`src/rtl/icache_fill_pkg.sv`:
```
// icache_fill_pkg: shared widths, FSM state encoding and address helpers
// for the L1 instruction-cache fill controller.
// ICACHE_NEXT_LINE_PREFETCH_EN adds the PF_REQ/PF_WAIT states.
package icache_fill_pkg;

  localparam int OFFSET_BITS = 2;
  localparam int INDEX_BITS  = 5;
  localparam int TAG_BITS    = 32 - INDEX_BITS - OFFSET_BITS - 3;
  localparam int LINE_SIZE   = (1 << OFFSET_BITS) * 64;
  // Byte offset of the line address: OFFSET_BITS instruction bits + 3 byte bits.
  localparam int LINE_LSB    = OFFSET_BITS + 3;
  localparam int LINE_BYTES  = 1 << LINE_LSB;

`ifdef ICACHE_NEXT_LINE_PREFETCH_EN
  typedef enum logic [2:0] {IDLE, REQ, WAIT, FILL, PF_REQ, PF_WAIT} state_t;
`else
  typedef enum logic [1:0] {IDLE, REQ, WAIT, FILL} state_t;
`endif

  function automatic logic [31:0] line_align(input logic [31:0] addr);
    return {addr[31:LINE_LSB], {LINE_LSB{1'b0}}};
  endfunction

  function automatic logic [TAG_BITS-1:0] addr_tag(input logic [31:0] addr);
    return addr[31:32-TAG_BITS];
  endfunction

  function automatic logic [INDEX_BITS-1:0] addr_index(input logic [31:0] addr);
    return addr[LINE_LSB +: INDEX_BITS];
  endfunction

endpackage

```
`src/rtl/icache_fill_ctrl_if.sv`:
```
// icache_fill_ctrl_if: miss request, L2 read port and L1 fill port of the
// fill controller. master = controller side, slave = pipeline/L2/array side.
interface icache_fill_ctrl_if;
  import icache_fill_pkg::*;

  logic                  miss_valid_i;
  logic [31:0]           miss_addr_i;
  logic                  miss_ready_o;
  logic                  flush_i;
  logic [31:0]           mem_addr_o;
  logic                  mem_re_o;
  logic [LINE_SIZE-1:0]  mem_data_i;
  logic                  mem_data_ready_i;
  logic [TAG_BITS-1:0]   mem_tag_i;
  logic [INDEX_BITS-1:0] mem_index_i;
  logic                  fill_valid_o;
  logic [TAG_BITS-1:0]   fill_tag_o;
  logic [INDEX_BITS-1:0] fill_index_o;
  logic [LINE_SIZE-1:0]  fill_data_o;
  logic                  fill_err_o;

  modport master (
    input  miss_valid_i, miss_addr_i, flush_i, mem_data_i, mem_data_ready_i,
           mem_tag_i, mem_index_i,
    output miss_ready_o, mem_addr_o, mem_re_o, fill_valid_o, fill_tag_o,
           fill_index_o, fill_data_o, fill_err_o
  );

  modport slave (
    output miss_valid_i, miss_addr_i, flush_i, mem_data_i, mem_data_ready_i,
           mem_tag_i, mem_index_i,
    input  miss_ready_o, mem_addr_o, mem_re_o, fill_valid_o, fill_tag_o,
           fill_index_o, fill_data_o, fill_err_o
  );

endinterface

```
`src/rtl/icache_pf_buffer.sv`:
```
// icache_pf_buffer: one-entry next-line prefetch buffer. Holds a line
// returned by a prefetch; reports a hit against a lookup line address.
// Only instantiated when ICACHE_NEXT_LINE_PREFETCH_EN is defined.
module icache_pf_buffer
  import icache_fill_pkg::*;
(
  input  logic                  clk,
  input  logic                  reset,
  input  logic                  load,
  input  logic                  invalidate,
  input  logic [31:0]           load_line,
  input  logic [TAG_BITS-1:0]   load_tag,
  input  logic [INDEX_BITS-1:0] load_index,
  input  logic [LINE_SIZE-1:0]  load_data,
  input  logic [31:0]           lookup_line,
  output logic                  hit,
  output logic [TAG_BITS-1:0]   tag,
  output logic [INDEX_BITS-1:0] index,
  output logic [LINE_SIZE-1:0]  data
);

  logic                  valid_reg;
  logic [31:0]           line_reg;
  logic [TAG_BITS-1:0]   tag_reg;
  logic [INDEX_BITS-1:0] index_reg;
  logic [LINE_SIZE-1:0]  data_reg;

  // Entry storage; invalidation wins over a same-cycle load.
  always_ff @(posedge clk) begin
    if (reset) begin
      valid_reg <= 1'b0;
      line_reg  <= '0;
      tag_reg   <= '0;
      index_reg <= '0;
      data_reg  <= '0;
    end else if (invalidate) begin
      valid_reg <= 1'b0;
    end else if (load) begin
      valid_reg <= 1'b1;
      line_reg  <= load_line;
      tag_reg   <= load_tag;
      index_reg <= load_index;
      data_reg  <= load_data;
    end
  end

  assign hit   = valid_reg && (line_reg == lookup_line);
  assign tag   = tag_reg;
  assign index = index_reg;
  assign data  = data_reg;

endmodule

```
`src/rtl/icache_fill_ctrl.sv`:
```
// icache_fill_ctrl: single-outstanding L1 I-cache miss/fill controller.
// Accepts a miss, reads the line from L2, checks the returned tag/index and
// issues a one-cycle fill write. Define ICACHE_NEXT_LINE_PREFETCH_EN to add
// a next-line prefetch into a one-entry buffer.
module icache_fill_ctrl
  import icache_fill_pkg::*;
(
  input  logic clk,
  input  logic reset,
  icache_fill_ctrl_if.master bus
);

  state_t                state_reg, state_next;
  logic [31:0]           mem_addr_reg;
  logic                  miss_ready_reg, mem_re_reg, fill_valid_reg;
  logic                  fill_err_reg, cancel_reg;
  logic [TAG_BITS-1:0]   fill_tag_reg;
  logic [INDEX_BITS-1:0] fill_index_reg;
  logic [LINE_SIZE-1:0]  fill_data_reg;
  logic                  accept, fill_from_mem, tag_mismatch;
  logic                  mem_match, cancel_now;

`ifdef ICACHE_NEXT_LINE_PREFETCH_EN
  logic [31:0]           line_reg;
  logic                  pf_raw_hit, pf_hit, pf_take, pf_load;
  logic [TAG_BITS-1:0]   pf_tag;
  logic [INDEX_BITS-1:0] pf_index;
  logic [LINE_SIZE-1:0]  pf_data;

  icache_pf_buffer u_pf_buffer (
    .clk         (clk),
    .reset       (reset),
    .load        (pf_load),
    .invalidate  (bus.flush_i | pf_take),
    .load_line   (mem_addr_reg),
    .load_tag    (bus.mem_tag_i),
    .load_index  (bus.mem_index_i),
    .load_data   (bus.mem_data_i),
    .lookup_line (line_align(bus.miss_addr_i)),
    .hit         (pf_raw_hit),
    .tag         (pf_tag),
    .index       (pf_index),
    .data        (pf_data)
  );

  // A flush in the same cycle as the miss kills the buffered line.
  assign pf_hit = pf_raw_hit & ~bus.flush_i;
`endif

  // The outstanding request address is the reference for the tag check.
  assign mem_match  = (bus.mem_tag_i == addr_tag(mem_addr_reg)) &&
                      (bus.mem_index_i == addr_index(mem_addr_reg));
  assign cancel_now = cancel_reg | bus.flush_i;

  // Next-state and per-cycle control decode.
  always_comb begin
    state_next    = state_reg;
    accept        = 1'b0;
    fill_from_mem = 1'b0;
    tag_mismatch  = 1'b0;
`ifdef ICACHE_NEXT_LINE_PREFETCH_EN
    pf_take       = 1'b0;
    pf_load       = 1'b0;
`endif
    case (state_reg)
      IDLE: begin
        if (bus.miss_valid_i) begin
          accept = 1'b1;
`ifdef ICACHE_NEXT_LINE_PREFETCH_EN
          if (pf_hit) begin
            pf_take    = 1'b1;
            state_next = FILL;
          end else begin
            state_next = REQ;
          end
`else
          state_next = REQ;
`endif
        end
      end
      REQ:  state_next = WAIT;
      WAIT: begin
        if (bus.mem_data_ready_i) begin
          tag_mismatch = !mem_match;
          // Cancelled or mismatched returns skip FILL so the port frees up at once.
          if (!mem_match || cancel_now) begin
            state_next = IDLE;
          end else begin
            fill_from_mem = 1'b1;
            state_next    = FILL;
          end
        end
      end
`ifdef ICACHE_NEXT_LINE_PREFETCH_EN
      FILL:    state_next = PF_REQ;
      PF_REQ:  state_next = PF_WAIT;
      PF_WAIT: begin
        if (bus.mem_data_ready_i) begin
          tag_mismatch = !mem_match;
          pf_load      = mem_match && !cancel_now;
          state_next   = IDLE;
        end
      end
`else
      FILL:    state_next = IDLE;
`endif
      default: state_next = IDLE;
    endcase
  end

  // State, registered outputs, request address and captured fill line.
  always_ff @(posedge clk) begin
    if (reset) begin
      state_reg      <= IDLE;
      miss_ready_reg <= 1'b1;
      mem_re_reg     <= 1'b0;
      mem_addr_reg   <= '0;
      fill_valid_reg <= 1'b0;
      fill_tag_reg   <= '0;
      fill_index_reg <= '0;
      fill_data_reg  <= '0;
      fill_err_reg   <= 1'b0;
      cancel_reg     <= 1'b0;
`ifdef ICACHE_NEXT_LINE_PREFETCH_EN
      line_reg       <= '0;
`endif
    end else begin
      state_reg      <= state_next;
      miss_ready_reg <= (state_next == IDLE);
      fill_valid_reg <= (state_next == FILL);
`ifdef ICACHE_NEXT_LINE_PREFETCH_EN
      mem_re_reg     <= (state_next == REQ) || (state_next == PF_REQ);
      if (accept) line_reg <= line_align(bus.miss_addr_i);
      if (accept && !pf_hit) mem_addr_reg <= line_align(bus.miss_addr_i);
      if (state_reg == FILL) mem_addr_reg <= line_reg + 32'(LINE_BYTES);
      if (pf_take) begin
        fill_tag_reg   <= pf_tag;
        fill_index_reg <= pf_index;
        fill_data_reg  <= pf_data;
      end
`else
      mem_re_reg     <= (state_next == REQ);
      if (accept) mem_addr_reg <= line_align(bus.miss_addr_i);
`endif
      if (fill_from_mem) begin
        fill_tag_reg   <= bus.mem_tag_i;
        fill_index_reg <= bus.mem_index_i;
        fill_data_reg  <= bus.mem_data_i;
      end
      if (tag_mismatch) fill_err_reg <= 1'b1;
      // A flush while a read is in flight only cancels its write-back.
      if (accept) cancel_reg <= 1'b0;
      else if (bus.flush_i && state_reg != IDLE && state_reg != FILL) cancel_reg <= 1'b1;
    end
  end

  assign bus.miss_ready_o = miss_ready_reg;
  assign bus.mem_re_o     = mem_re_reg;
  assign bus.mem_addr_o   = mem_addr_reg;
  assign bus.fill_valid_o = fill_valid_reg;
  assign bus.fill_tag_o   = fill_tag_reg;
  assign bus.fill_index_o = fill_index_reg;
  assign bus.fill_data_o  = fill_data_reg;
  assign bus.fill_err_o   = fill_err_reg;

endmodule

```
`src/flat_wrapper.sv`:
```
// flat-port wrapper written by rule: the top's interface ports become plain ports
module icache_fill_ctrl_flat import icache_fill_pkg::*;
  (clk, reset, bus_miss_valid_i, bus_miss_addr_i, bus_flush_i, bus_mem_data_i, bus_mem_data_ready_i, bus_mem_tag_i, bus_mem_index_i, bus_miss_ready_o, bus_mem_addr_o, bus_mem_re_o, bus_fill_valid_o, bus_fill_tag_o, bus_fill_index_o, bus_fill_data_o, bus_fill_err_o);
  icache_fill_ctrl_if bus_i ();
  input  logic clk;
  input  logic reset;
  input wire logic [$bits(bus_i.miss_valid_i)-1:0] bus_miss_valid_i;
  input wire logic [$bits(bus_i.miss_addr_i)-1:0] bus_miss_addr_i;
  input wire logic [$bits(bus_i.flush_i)-1:0] bus_flush_i;
  input wire logic [$bits(bus_i.mem_data_i)-1:0] bus_mem_data_i;
  input wire logic [$bits(bus_i.mem_data_ready_i)-1:0] bus_mem_data_ready_i;
  input wire logic [$bits(bus_i.mem_tag_i)-1:0] bus_mem_tag_i;
  input wire logic [$bits(bus_i.mem_index_i)-1:0] bus_mem_index_i;
  output wire logic [$bits(bus_i.miss_ready_o)-1:0] bus_miss_ready_o;
  output wire logic [$bits(bus_i.mem_addr_o)-1:0] bus_mem_addr_o;
  output wire logic [$bits(bus_i.mem_re_o)-1:0] bus_mem_re_o;
  output wire logic [$bits(bus_i.fill_valid_o)-1:0] bus_fill_valid_o;
  output wire logic [$bits(bus_i.fill_tag_o)-1:0] bus_fill_tag_o;
  output wire logic [$bits(bus_i.fill_index_o)-1:0] bus_fill_index_o;
  output wire logic [$bits(bus_i.fill_data_o)-1:0] bus_fill_data_o;
  output wire logic [$bits(bus_i.fill_err_o)-1:0] bus_fill_err_o;
  assign bus_i.miss_valid_i = bus_miss_valid_i;
  assign bus_i.miss_addr_i = bus_miss_addr_i;
  assign bus_i.flush_i = bus_flush_i;
  assign bus_i.mem_data_i = bus_mem_data_i;
  assign bus_i.mem_data_ready_i = bus_mem_data_ready_i;
  assign bus_i.mem_tag_i = bus_mem_tag_i;
  assign bus_i.mem_index_i = bus_mem_index_i;
  assign bus_miss_ready_o = bus_i.miss_ready_o;
  assign bus_mem_addr_o = bus_i.mem_addr_o;
  assign bus_mem_re_o = bus_i.mem_re_o;
  assign bus_fill_valid_o = bus_i.fill_valid_o;
  assign bus_fill_tag_o = bus_i.fill_tag_o;
  assign bus_fill_index_o = bus_i.fill_index_o;
  assign bus_fill_data_o = bus_i.fill_data_o;
  assign bus_fill_err_o = bus_i.fill_err_o;
  icache_fill_ctrl u_core (.clk(clk), .reset(reset), .bus(bus_i));
endmodule
```
`config.mk`:
```
export PLATFORM = sky130hd
export DESIGN_NAME = icache_fill_ctrl_flat
export DESIGN_NICKNAME = d
export VERILOG_FILES = /design/src/rtl/icache_fill_pkg.sv /design/src/rtl/icache_fill_ctrl_if.sv /design/src/rtl/icache_pf_buffer.sv /design/src/rtl/icache_fill_ctrl.sv /design/src/flat_wrapper.sv
export SDC_FILE = /design/constraint.sdc
export NUM_CORES = 1
export LEC_CHECK = 0
export CAP_MARGIN = 10
export CORE_AREA = 4 4 243 245
export CTS_BUF_LIST = sky130_fd_sc_hd__clkbuf_16
export CTS_CLUSTER_SIZE = 40
export DETAILED_ROUTE_END_ITERATION = 12
export DIE_AREA = 0 0 247 249
export PLACE_DENSITY_LB_ADDON = 0.08
export SYNTH_ARGS = -nofsm -noshare
export SYNTH_HDL_FRONTEND = slang
export SYNTH_SLANG_ARGS = --single-unit
export TNS_END_PERCENT = 30
```
`constraint.sdc`:
```
create_clock -name clk -period 4.3 [get_ports clk]
set_input_delay 0.86 -clock clk [delete_from_list [all_inputs] [get_ports clk]]
set_output_delay 0.86 -clock clk [all_outputs]
set_load 0.01 [all_outputs]
```
==> results.yml, run 1 <==
global_route:
  overflow: 0
  grtUsageTotal: 0.2065
  grt_antenna_before_repair: 22
  first_global_vias: 14840
  grt_pass1_wl_mm: 98.97
  grt_max_degree: 151
cells_and_area:
  area_growth_pct: 56.90
  final_nets: 2352
  fillCellCount: 5823
  drive_gt1_frac: 0.09417
  largest_register_ffs: 256
yosys:
  synth_edf_count: 0
  ys_ff_latch: 317
  ys_types: 29
  yosysSeqAreaShare: 0.4504
  yosys.area.top_type: "dfxtp_1"
  synth_top_area_share: 0.4504
  synthArstFlopShare: 0
  avgSynthCellArea_um2: 9.095
  yosys_warnings: 0
  synth.area.top_cells: "dfxtp_1 (45%), nand4_1 (13%), a21oi_1 (11%)"
  synthCells: 1549
  synthFlopType: "dfxtp_1"
  syn_area_um2: 14090
critical_path:
  start_kind: "input pin"
  path_class: "in -> reg"
  cp_slowest_stage_delay_ns: 0.72
  path_buf_inv: 2
  endpoint_kind: "flip-flop"
  arrival_ns: 3.49
  crit_family: "simple AND/OR/NAND/NOR gates"
  path_cells: "clkdlybuf4s50_1 > xnor2_1 > nand4_1 > or4_4 > buf_12 > o31ai_1 > a21oi_1"
  required_ns: 4.70
  slowest_stage: "or4_4"
  worst-path-max-fanout: 126
pwr:
  p_per_area_nw_per_um2: 302.5
  clock_power_share: 0.477
  report.power.total_mw: 6.688
  p_sw_mw: 1.573
  p_int_mw: 5.115
  pwr-share-comb: 0.078
  worst_ir_drop_vdd_v: 0.0002181
  cellLeakagePower_nw: 6.640
  pwr-share-seq: 0.445
  p_sw_frac: 0.2352
cts:
  clock_sinks: 317
  path_clk_slew_ns: 0.06
  clk_path_buf_depth: 3
  post_cts_buffers: 0
  cts_made_buffers: 41
  cts_hold_buf: 0
  cts-root-buf: "clkbuf_16"
  cts_tree: "done"
  post_cts_resized: 0
  clk_latency_ns: 0.55
  ctsHtreeMaxLevel: 2
flow_run:
  max_cap_viol_count: 0
status:
  status: "complete, no violations"
floorplanning:
  die_h_um: 249
  die_x_um: 247
  rows: 88
  ios: 639
  start_util: 0.2465
  core_um2: 57140
  die-area_um2: 61500
sta:
  fin_crit_ns: 3.096
  timing.setup.tns_ns: 0
  rsz0062_at_grt: "false"
  setup_viol: 0
  finalHoldViolCount: 0
  final.setup_skew_ns: 0.01705
  slew_headroom: 0.2414
  worstMarginPinSlew_ns: 1.138
  fin_crit_sh: 0.7200
  maxSlewViolCount: 0
  whs_ns: 0.4534
  max_freq_ghz: 0.3230
placed_design:
  gp_congestion: 0.7967
  port_buffers: 628
  dp_hpwl_mm: 44.20
detailed_routing:
  drtAntennaViolNets: 0
  via_per_inst: 5.207
  wl_per_cell_um: 23.77
  firstDrtPassIters: 5
  dr_total_vias: 14770
  drc: 0
  wirelength_mm: 67.43
  drt_iter0_drc: 860
worst_hold_path:
  hold_class: "reg -> reg"
-- placed cells by master, fill, tap and decap left out, types with 2 or more instances in the layout --
cell / instances
a21oi_1: 315
buf_12: 26
buf_4: 17
bufinv_16: 2
clkbuf_16: 41
clkdlybuf4s50_1: 627
clkinv_1: 9
clkinv_2: 8
conb_1: 5
dfxtp_1: 317
diode_2: 12
inv_1: 12
nand2_1: 58
nand2b_1: 3
nand3_1: 2
nand4_1: 289
nor2_1: 4
o31ai_1: 190
o31ai_2: 93
xnor2_1: 27
-- power by group through the flow --
| stage | logic, mW | registers [mW] | clock network, mW |
|---|---|---|---|
| final | 0.520 | 2.97 | 3.19 |
| after CTS | 0.526 | 2.97 | 3.32 |
| after floorplan | 0.130 | 3.04 | 0 |
| after global routing | 0.555 | 2.98 | 3.44 |
| after detailed placement | 0.522 | 3.04 | 0 |
| after global placement | 0.523 | 3.04 | 0 |
-- synth_stat cells, drive strengths merged (2+ instances only) --
| library cell | number |
|---|---|
| nand3 | 3 |
| xnor2 | 27 |
| buf | 92 |
| and3 | 2 |
| o31ai | 283 |
| clkbuf | 143 |
| nor2 | 4 |
| dfxtp | 317 |
| a21oi | 315 |
| nand2b | 3 |
| nand4 | 289 |
| nand2 | 58 |
-- cell families (layout without fill, tap and decap cells) --
kind of cell    after synthesis  count (layout)  synth area share
other cells                   1              17         0.0002662
compound gates              603             603            0.2982
simple gates                365             365            0.1512
flops                       317             317            0.4504
buf+inv                     236             743           0.08304
xor+xnor                     27              27           0.01679
-- per-stage QoR --
stage / worst slack, ns / util / instance area (um^2) / cells
final: 1.204 / 0.3868 / 22110 / 2837
after global routing: 1.167 / 0.3867 / 22100 / 2834
after CTS: 1.388 / 0.3863 / 22070 / 2825
after detailed placement: 0.7809 / 0.3653 / 20870 / 2754
after global placement: 0.8027 / 0.3653 / 20870 / 2754
after floorplan: 1.824 / - / 14100 / 1553
-- worst register-to-register path, cell delays in order, from the launching register on --
cell and delay, ns:
dfxtp_1 0.44, xnor2_1 0.15, nand4_1 0.19, or4_4 0.70
buf_12 0.27, o31ai_1 0.66, a21oi_1 0.10
-- worst paths after layout --
| path | startpoint | endpoint | slack (ns) | cells past startpoint |
|---|---|---|---|---|
| setup / recovery | bus_mem_tag_i[10] | u_core.bus.fill_data_o[153]$_SDFFE_PP0P_ | 1.20 | 7 |
| hold / removal | u_core.bus.fill_err_o$_SDFFE_PP0P_ | u_core.bus.fill_err_o$_SDFFE_PP0P_ | 0.45 | 2 |
| setup reg to reg | u_core.bus.mem_addr_o[5]$_SDFFE_PP0P_ | u_core.bus.fill_data_o[153]$_SDFFE_PP0P_ | 1.63 | 6 |
| hold reg to reg | u_core.bus.fill_err_o$_SDFFE_PP0P_ | u_core.bus.fill_err_o$_SDFFE_PP0P_ | 0.45 | 2 |
-- area by class of cell --
type                       count  area, um^2  area share
clock buffer                  41        1026     0.04641
clock inverter                30       175.2    0.007924
tap                          765       957.2     0.04330
sequential                   317        6346      0.2871
timing repair buffer         671        6939      0.3139
multi-input combinational   1000        6628      0.2998
inverter                       1       3.754   0.0001698
antenna                       12       30.03    0.001358
-- routing by layer --
metal	global-route usage	part of all wire
met3	0.08471	0.097
met4	0.06581	0.028
met1	0.2524	0.41
met5	0	0.0018
met2	0.3307	0.47
No activity file was read; power rests on OpenSTA's default activity.
==> run 2, diff against run 1 <==
--- a/config.mk
+++ b/config.mk
@@ -6,11 +6,11 @@
 export NUM_CORES = 1
 export LEC_CHECK = 0
 export CAP_MARGIN = 10
-export CORE_AREA = 4 4 243 245
+export CORE_AREA = 4 4 244 246
 export CTS_BUF_LIST = sky130_fd_sc_hd__clkbuf_16
 export CTS_CLUSTER_SIZE = 40
 export DETAILED_ROUTE_END_ITERATION = 12
-export DIE_AREA = 0 0 247 249
+export DIE_AREA = 0 0 248 250
 export PLACE_DENSITY_LB_ADDON = 0.08
 export SYNTH_ARGS = -nofsm -noshare
 export SYNTH_HDL_FRONTEND = slang
==> constraint.sdc (replaced) <==
create_clock -name clk -period 3 [get_ports clk]
set_input_delay 0.6 -clock clk [delete_from_list [all_inputs] [get_ports clk]]
set_output_delay 0.6 -clock clk [all_outputs]
set_load 0.01 [all_outputs]
==> run 2 against run 1 <==
Net effect:
- sequential power is 44% higher
- first-iteration DRC count shrank 3.6%
- highest routed layer unchanged
- global-route usage down 0.34 points
- via count is 1.6% higher
- die area is 0.81% higher
- utilization grew 0.69 points
- power up 41%
==> results.yml, run 2 (synthesized netlist as in run 1, its figures left out) <==
cells_and_area:
  final_nets: 2392
  final_common_cell: "clkdlybuf4s50_1"
  drive_gt1_frac: 0.1089
  regArea_um2: 6346
  fillCellCount: 5713
  largest_register_ffs: 256
  multi_input_area_um2: 6628
  area_growth_pct: 60.31
  mostFrequentLayoutCells: "clkdlybuf4s50_1 (627), dfxtp_1 (317), a21oi_1 (315)"
sta:
  worstMarginPinSlew_ns: 0.9649
  maxSlewViolCount: 0
  max_freq_ghz: 0.4143
  final.setup_skew_ns: 0.01748
  rsz0062_at_grt: "false"
  whs_ns: 0.4541
  slew_headroom: 0.3567
  timing.final.ws_setup_ns: 0.5865
  timing.setup.tns_ns: 0
  finalHoldViolCount: 0
  fin_crit_sh: 0.8045
  setup_viol: 0
  fin_crit_ns: 2.413
global_route:
  grt_antenna_before_repair: 14
  grtUsageTotal: 0.2031
  overflow: 0
  grt_max_degree: 158
  grt_pass1_wl_mm: 98.44
  first_global_vias: 15120
floorplanning:
  die_x_um: 248
  die_h_um: 250
  rows: 88
  start_util: 0.2456
  ios: 639
  core_um2: 57370
  die-area_um2: 62000
cts:
  ctsHtreeMaxLevel: 2
  cts_tree: "done"
  cts-root-buf: "clkbuf_16"
  post_cts_buffers: 0
  clk_path_buf_depth: 3
  post_cts_resized: 0
  cts_hold_buf: 0
  clock_sinks: 317
  path_clk_slew_ns: 0.06
  cts_made_buffers: 40
  clk_latency_ns: 0.54
critical_path:
  worst-path-max-fanout: 34
  endpoint_kind: "flip-flop"
  required_ns: 3.40
  path_class: "in -> reg"
  start_kind: "input pin"
  arrival_ns: 2.82
detailed_routing:
  wirelength_mm: 67.25
  drc: 0
  via_per_inst: 5.234
  firstDrtPassIters: 4
  dr_total_vias: 15010
  drtAntennaViolNets: 0
  drt_iter0_drc: 829
  wl_per_cell_um: 23.45
placed_design:
  dp_slack_ns: 0.01697
  dp_hpwl_mm: 45.84
  gp_congestion: 0.7801
  port_buffers: 628
status:
  status: "complete, no violations"
pwr:
  p_sw_frac: 0.2340
  worst_ir_drop_vdd_v: 0.0003189
  clock_power_share: 0.467
  cellLeakagePower_nw: 6.879
  p_int_mw: 7.235
  p_per_area_nw_per_um2: 418.2
  pwr-share-comb: 0.081
  p_sw_mw: 2.210
  pwr-share-seq: 0.452
worst_hold_path:
  hold_class: "reg -> reg"
flow_run:
  max_cap_viol_count: 0
==> run 2: per-layer routing <==
| layer | routed length [um] | vias up | track usage | part of all wire |
|---|---|---|---|---|
| met5 | 69 | - | 0 | 0.0010 |
| met1 | 27100 | 7378 | 0.2437 | 0.40 |
| met2 | 32480 | 509 | 0.3391 | 0.48 |
| met3 | 6154 | 88 | 0.07500 | 0.092 |
| li1 | - | 7027 | - | - |
| met4 | 1448 | 10 | 0.05980 | 0.022 |
==> run 2: stage by stage <==
stage	cell area [um^2]	power, mW	std cells	util
final	22590	9.446	2868	0.3937
after CTS	22560	9.616	2859	0.3933
after floorplan	14100	4.549	1553	-
after global placement	21420	5.127	2795	0.3734
after global routing	22580	9.811	2865	0.3936
after detailed placement	21420	5.124	2795	0.3734
==> run 2: critical path, cell delays in order <==
cell and delay (ns):
clkdlybuf4s50_1 0.53, xnor2_1 0.14, nand4_1 0.18, or4_4 0.61, buf_12 0.18, buf_12 0.18
o31ai_1 0.25, a21oi_1 0.10
==> run 2: path summary, 6_finish.rpt <==
path / from / endpoint / slack, ns / cells past startpoint
max: bus_mem_tag_i[20] / u_core.bus.fill_data_o[130]$_SDFFE_PP0P_ / 0.59 / 8
max reg2reg: u_core.bus.mem_addr_o[26]$_SDFFE_PP0P_ / u_core.bus.fill_data_o[130]$_SDFFE_PP0P_ / 0.78 / 7
min: u_core.bus.fill_err_o$_SDFFE_PP0P_ / u_core.bus.fill_err_o$_SDFFE_PP0P_ / 0.45 / 2
min reg2reg: u_core.bus.fill_err_o$_SDFFE_PP0P_ / u_core.bus.fill_err_o$_SDFFE_PP0P_ / 0.45 / 2
==> run 2: area by class of cell <==
| type | count | share of cell area |
|---|---|---|
| diodes | 9 | 0.0009972 |
| clock buffers | 41 | 0.04543 |
| clock inverters | 23 | 0.005207 |
| inverters | 1 | 0.0001662 |
| multi-input cells | 1000 | 0.2934 |
| flip-flops and latches | 317 | 0.2810 |
| well taps | 765 | 0.04238 |
| repair buffers | 712 | 0.3314 |
==> run 2: power by group through the flow <==
stage                     clock, mW  combinational (mW)  sequential, mW
after floorplan                   0               0.186            4.36
after global placement            0               0.768            4.36
after detailed placement          0               0.764            4.36
after CTS                      4.58               0.770            4.27
after global routing           4.73               0.812            4.27
final                          4.42               0.763            4.27
==> run 3, diff against run 2 <==
--- a/config.mk
+++ b/config.mk
@@ -6,11 +6,11 @@
 export NUM_CORES = 1
 export LEC_CHECK = 0
 export CAP_MARGIN = 10
-export CORE_AREA = 4 4 244 246
+export CORE_AREA = 4 4 249 251
 export CTS_BUF_LIST = sky130_fd_sc_hd__clkbuf_16
 export CTS_CLUSTER_SIZE = 40
 export DETAILED_ROUTE_END_ITERATION = 12
-export DIE_AREA = 0 0 248 250
+export DIE_AREA = 0 0 253 255
 export PLACE_DENSITY_LB_ADDON = 0.08
 export SYNTH_ARGS = -nofsm -noshare
 export SYNTH_HDL_FRONTEND = slang
==> constraint.sdc (replaced) <==
create_clock -name clk -period 2 [get_ports clk]
set_input_delay 0.4 -clock clk [delete_from_list [all_inputs] [get_ports clk]]
set_output_delay 0.4 -clock clk [all_outputs]
set_load 0.01 [all_outputs]
==> run 3 against run 2 <==
Net effect:
- the flow now finishes with violations (negative setup slack)
- clock-buffer cell count stayed put
- critical path depth stayed put
- via count is 3.2% higher
- wire length is 2.8% higher
- worst setup slack worse by 0.75 ns
- clock skew is 0.0020 ns lower
- non-clock buffer count is 113 higher
- die area is 4.1% higher
==> results.yml, run 3 (synthesized netlist as in run 1, its figures left out) <==
critical_path:
  worstSetupEndpoint: "u_core.bus.fill_data_o[225]$_SDFFE_PP0P_"
  timing.rr.start: "u_core.bus.mem_addr_o[28]$_SDFFE_PP0P_"
  arrival_ns: 2.58
  endpoint_kind: "flip-flop"
  worst-path-max-fanout: 32
  reg2reg_slack_ns: -0.14
  path_class: "in -> reg"
  required_ns: 2.42
  start_kind: "input pin"
  reg2reg_depth: 7
  rr_endpoint: "u_core.bus.fill_data_o[225]$_SDFFE_PP0P_"
  critPathLaunch: "bus_mem_tag_i[5]"
sta:
  whs_ns: 0.2752
  finalHoldViolCount: 0
  timing.final.ws_setup_ns: -0.1635
  max_freq_ghz: 0.4622
  timing.setup.tns_ns: -25.74
  maxSlewViolCount: 0
  setup_viol: 286
  fin_crit_sh: 1.082
  final.setup_skew_ns: 0.01549
  rsz0062_at_grt: "true"
  fin_crit_ns: 2.163
cells_and_area:
  drive_gt1_frac: 0.2228
  mostFrequentLayoutCells: "clkdlybuf4s50_1 (624), dfxtp_1 (309), a21oi_1 (307)"
  largest_register_ffs: 256
  final_common_cell: "clkdlybuf4s50_1"
  final_nets: 2506
  fin_cells: 3006
  fillCellCount: 5917
  area_growth_pct: 75.73
cts:
  cts_hold_buf: 0
  path_clk_slew_ns: 0.06
  clk_path_buf_depth: 3
  cts-root-buf: "clkbuf_16"
  cts_tree: "done"
  clk_latency_ns: 0.55
  clock_sinks: 317
  cts_made_buffers: 41
  ctsHtreeMaxLevel: 2
floorplanning:
  rows: 90
  start_util: 0.2352
  die_h_um: 255
  core_um2: 59910
  ios: 639
  die-area_um2: 64520
  die_x_um: 253
detailed_routing:
  wl_per_cell_um: 23.01
  firstDrtPassIters: 5
  drc: 0
  dr_total_vias: 15500
  via_per_inst: 5.155
  drt_iter0_drc: 848
  drtAntennaViolNets: 0
  wirelength_mm: 69.16
pwr:
  cellLeakagePower_nw: 7.741
  p_per_area_nw_per_um2: 597.6
  worst_ir_drop_vdd_v: 0.0004123
global_route:
  overflow: 0
  grtUsageTotal: 0.1982
  grt_max_degree: 52
  grt_antenna_before_repair: 12
  grt_pass1_wl_mm: 100.0
  first_global_vias: 15680
status:
  violations: "negative setup slack"
  status: "complete, but fails checks"
flow_run:
  max_cap_viol_count: 0
placed_design:
  gp_congestion: 0.7804
  port_buffers: 628
  dpl.cell_count: 2914
  dp_hpwl_mm: 49.05
worst_hold_path:
  hold_class: "in -> reg"
## run 3: cell count changes in the layout (fill, tap and decap cells not counted), sizes merged
cell	before	now
clkbuf	41	45
clkinv	11	12
buf	85	194
dlymetal6s2s	0	1
clkdlybuf4s50	627	624
dlygate4sd2	0	2
bufinv	1	4
inv	11	13
diode	9	11
## run 3: final cells by class
type | instances | area, um^2 | share of cell area
Timing Repair Buffer | 825 | 8748 | 0.3534
Multi-Input combinational cell | 1000 | 7395 | 0.2987
Sequential cell | 317 | 6356 | 0.2567
Clock inverter | 29 | 222.7 | 0.008996
Inverter | 1 | 3.754 | 0.0001516
Tap cell | 782 | 978.4 | 0.03952
Antenna cell | 11 | 27.53 | 0.001112
Clock buffer | 41 | 1026 | 0.04144
## run 3: worst min-delay path by stage
| stage | from | end | slack, ns | cells past startpoint |
|---|---|---|---|---|
| final | reset | u_core.bus.fill_data_o[201]$_SDFFE_PP0P_ | 0.28 | 2 |
| after detailed placement | u_core.bus.fill_err_o$_SDFFE_PP0P_ | u_core.bus.fill_err_o$_SDFFE_PP0P_ | 0.45 | 2 |
| after global placement | u_core.bus.fill_err_o$_SDFFE_PP0P_ | u_core.bus.fill_err_o$_SDFFE_PP0P_ | 0.44 | 2 |
| after global routing | reset | u_core.bus.fill_data_o[173]$_SDFFE_PP0P_ | 0.27 | 2 |
| after CTS | reset | u_core.bus.fill_data_o[191]$_SDFFE_PP0P_ | 0.25 | 2 |
| after floorplan | u_core.cancel_reg$_SDFFE_PP0P_ | u_core.cancel_reg$_SDFFE_PP0P_ | 0.47 | 2 |
## run 3: what timing repair did
| action | 4_1_cts | 5_1_grt |
|---|---|---|
| gates cloned | 3 | 4 |
| gates resized for setup | 52 | 128 |
| pin swaps | 4 | 10 |
| endpoints found under the hold margin | 0 | 0 |
| setup buffers | 4 | 0 |
| endpoints found under the setup margin | 300 | 311 |
## run 3: critical path: stages
cell             delay [ns]
clkdlybuf4s50_1        0.54
xnor2_2                0.14
nand4_1                0.13
or4_4                  0.60
buf_12                 0.19
buf_12                 0.19
o31ai_1                0.27
a21oi_1                0.10
## run 3: per-layer routing
layer,GRT usage,vias to the layer above,routed length [um]
met4,0.05658,8,1427
met2,0.3305,497,33760
met5,0,-,55
met3,0.06422,86,5475
met1,0.2470,7635,28440
li1,-,7270,-
## run 3: stage by stage
step                setup slack [ns]    util  total power, mW  instance area, um^2
finish                       -0.1635  0.4133            14.79                24760
floorplan                   -0.01582       -            6.824                14100
global route                 -0.2099  0.4130            15.40                24740
detailed placement           -0.7928  0.3738            7.827                22400
CTS                          -0.1147  0.4003            15.07                23980
global placement             -0.7731  0.3738            7.834                22400
## run 3: where the power goes
group | internal [mW] | switching, mW | total [mW]
combinational | 0.816 | 0.490 | 1.31
sequential | 6.36 | 0.0362 | 6.40
clock | 4.20 | 2.89 | 7.09
total | 11.4 | 3.42 | 14.8
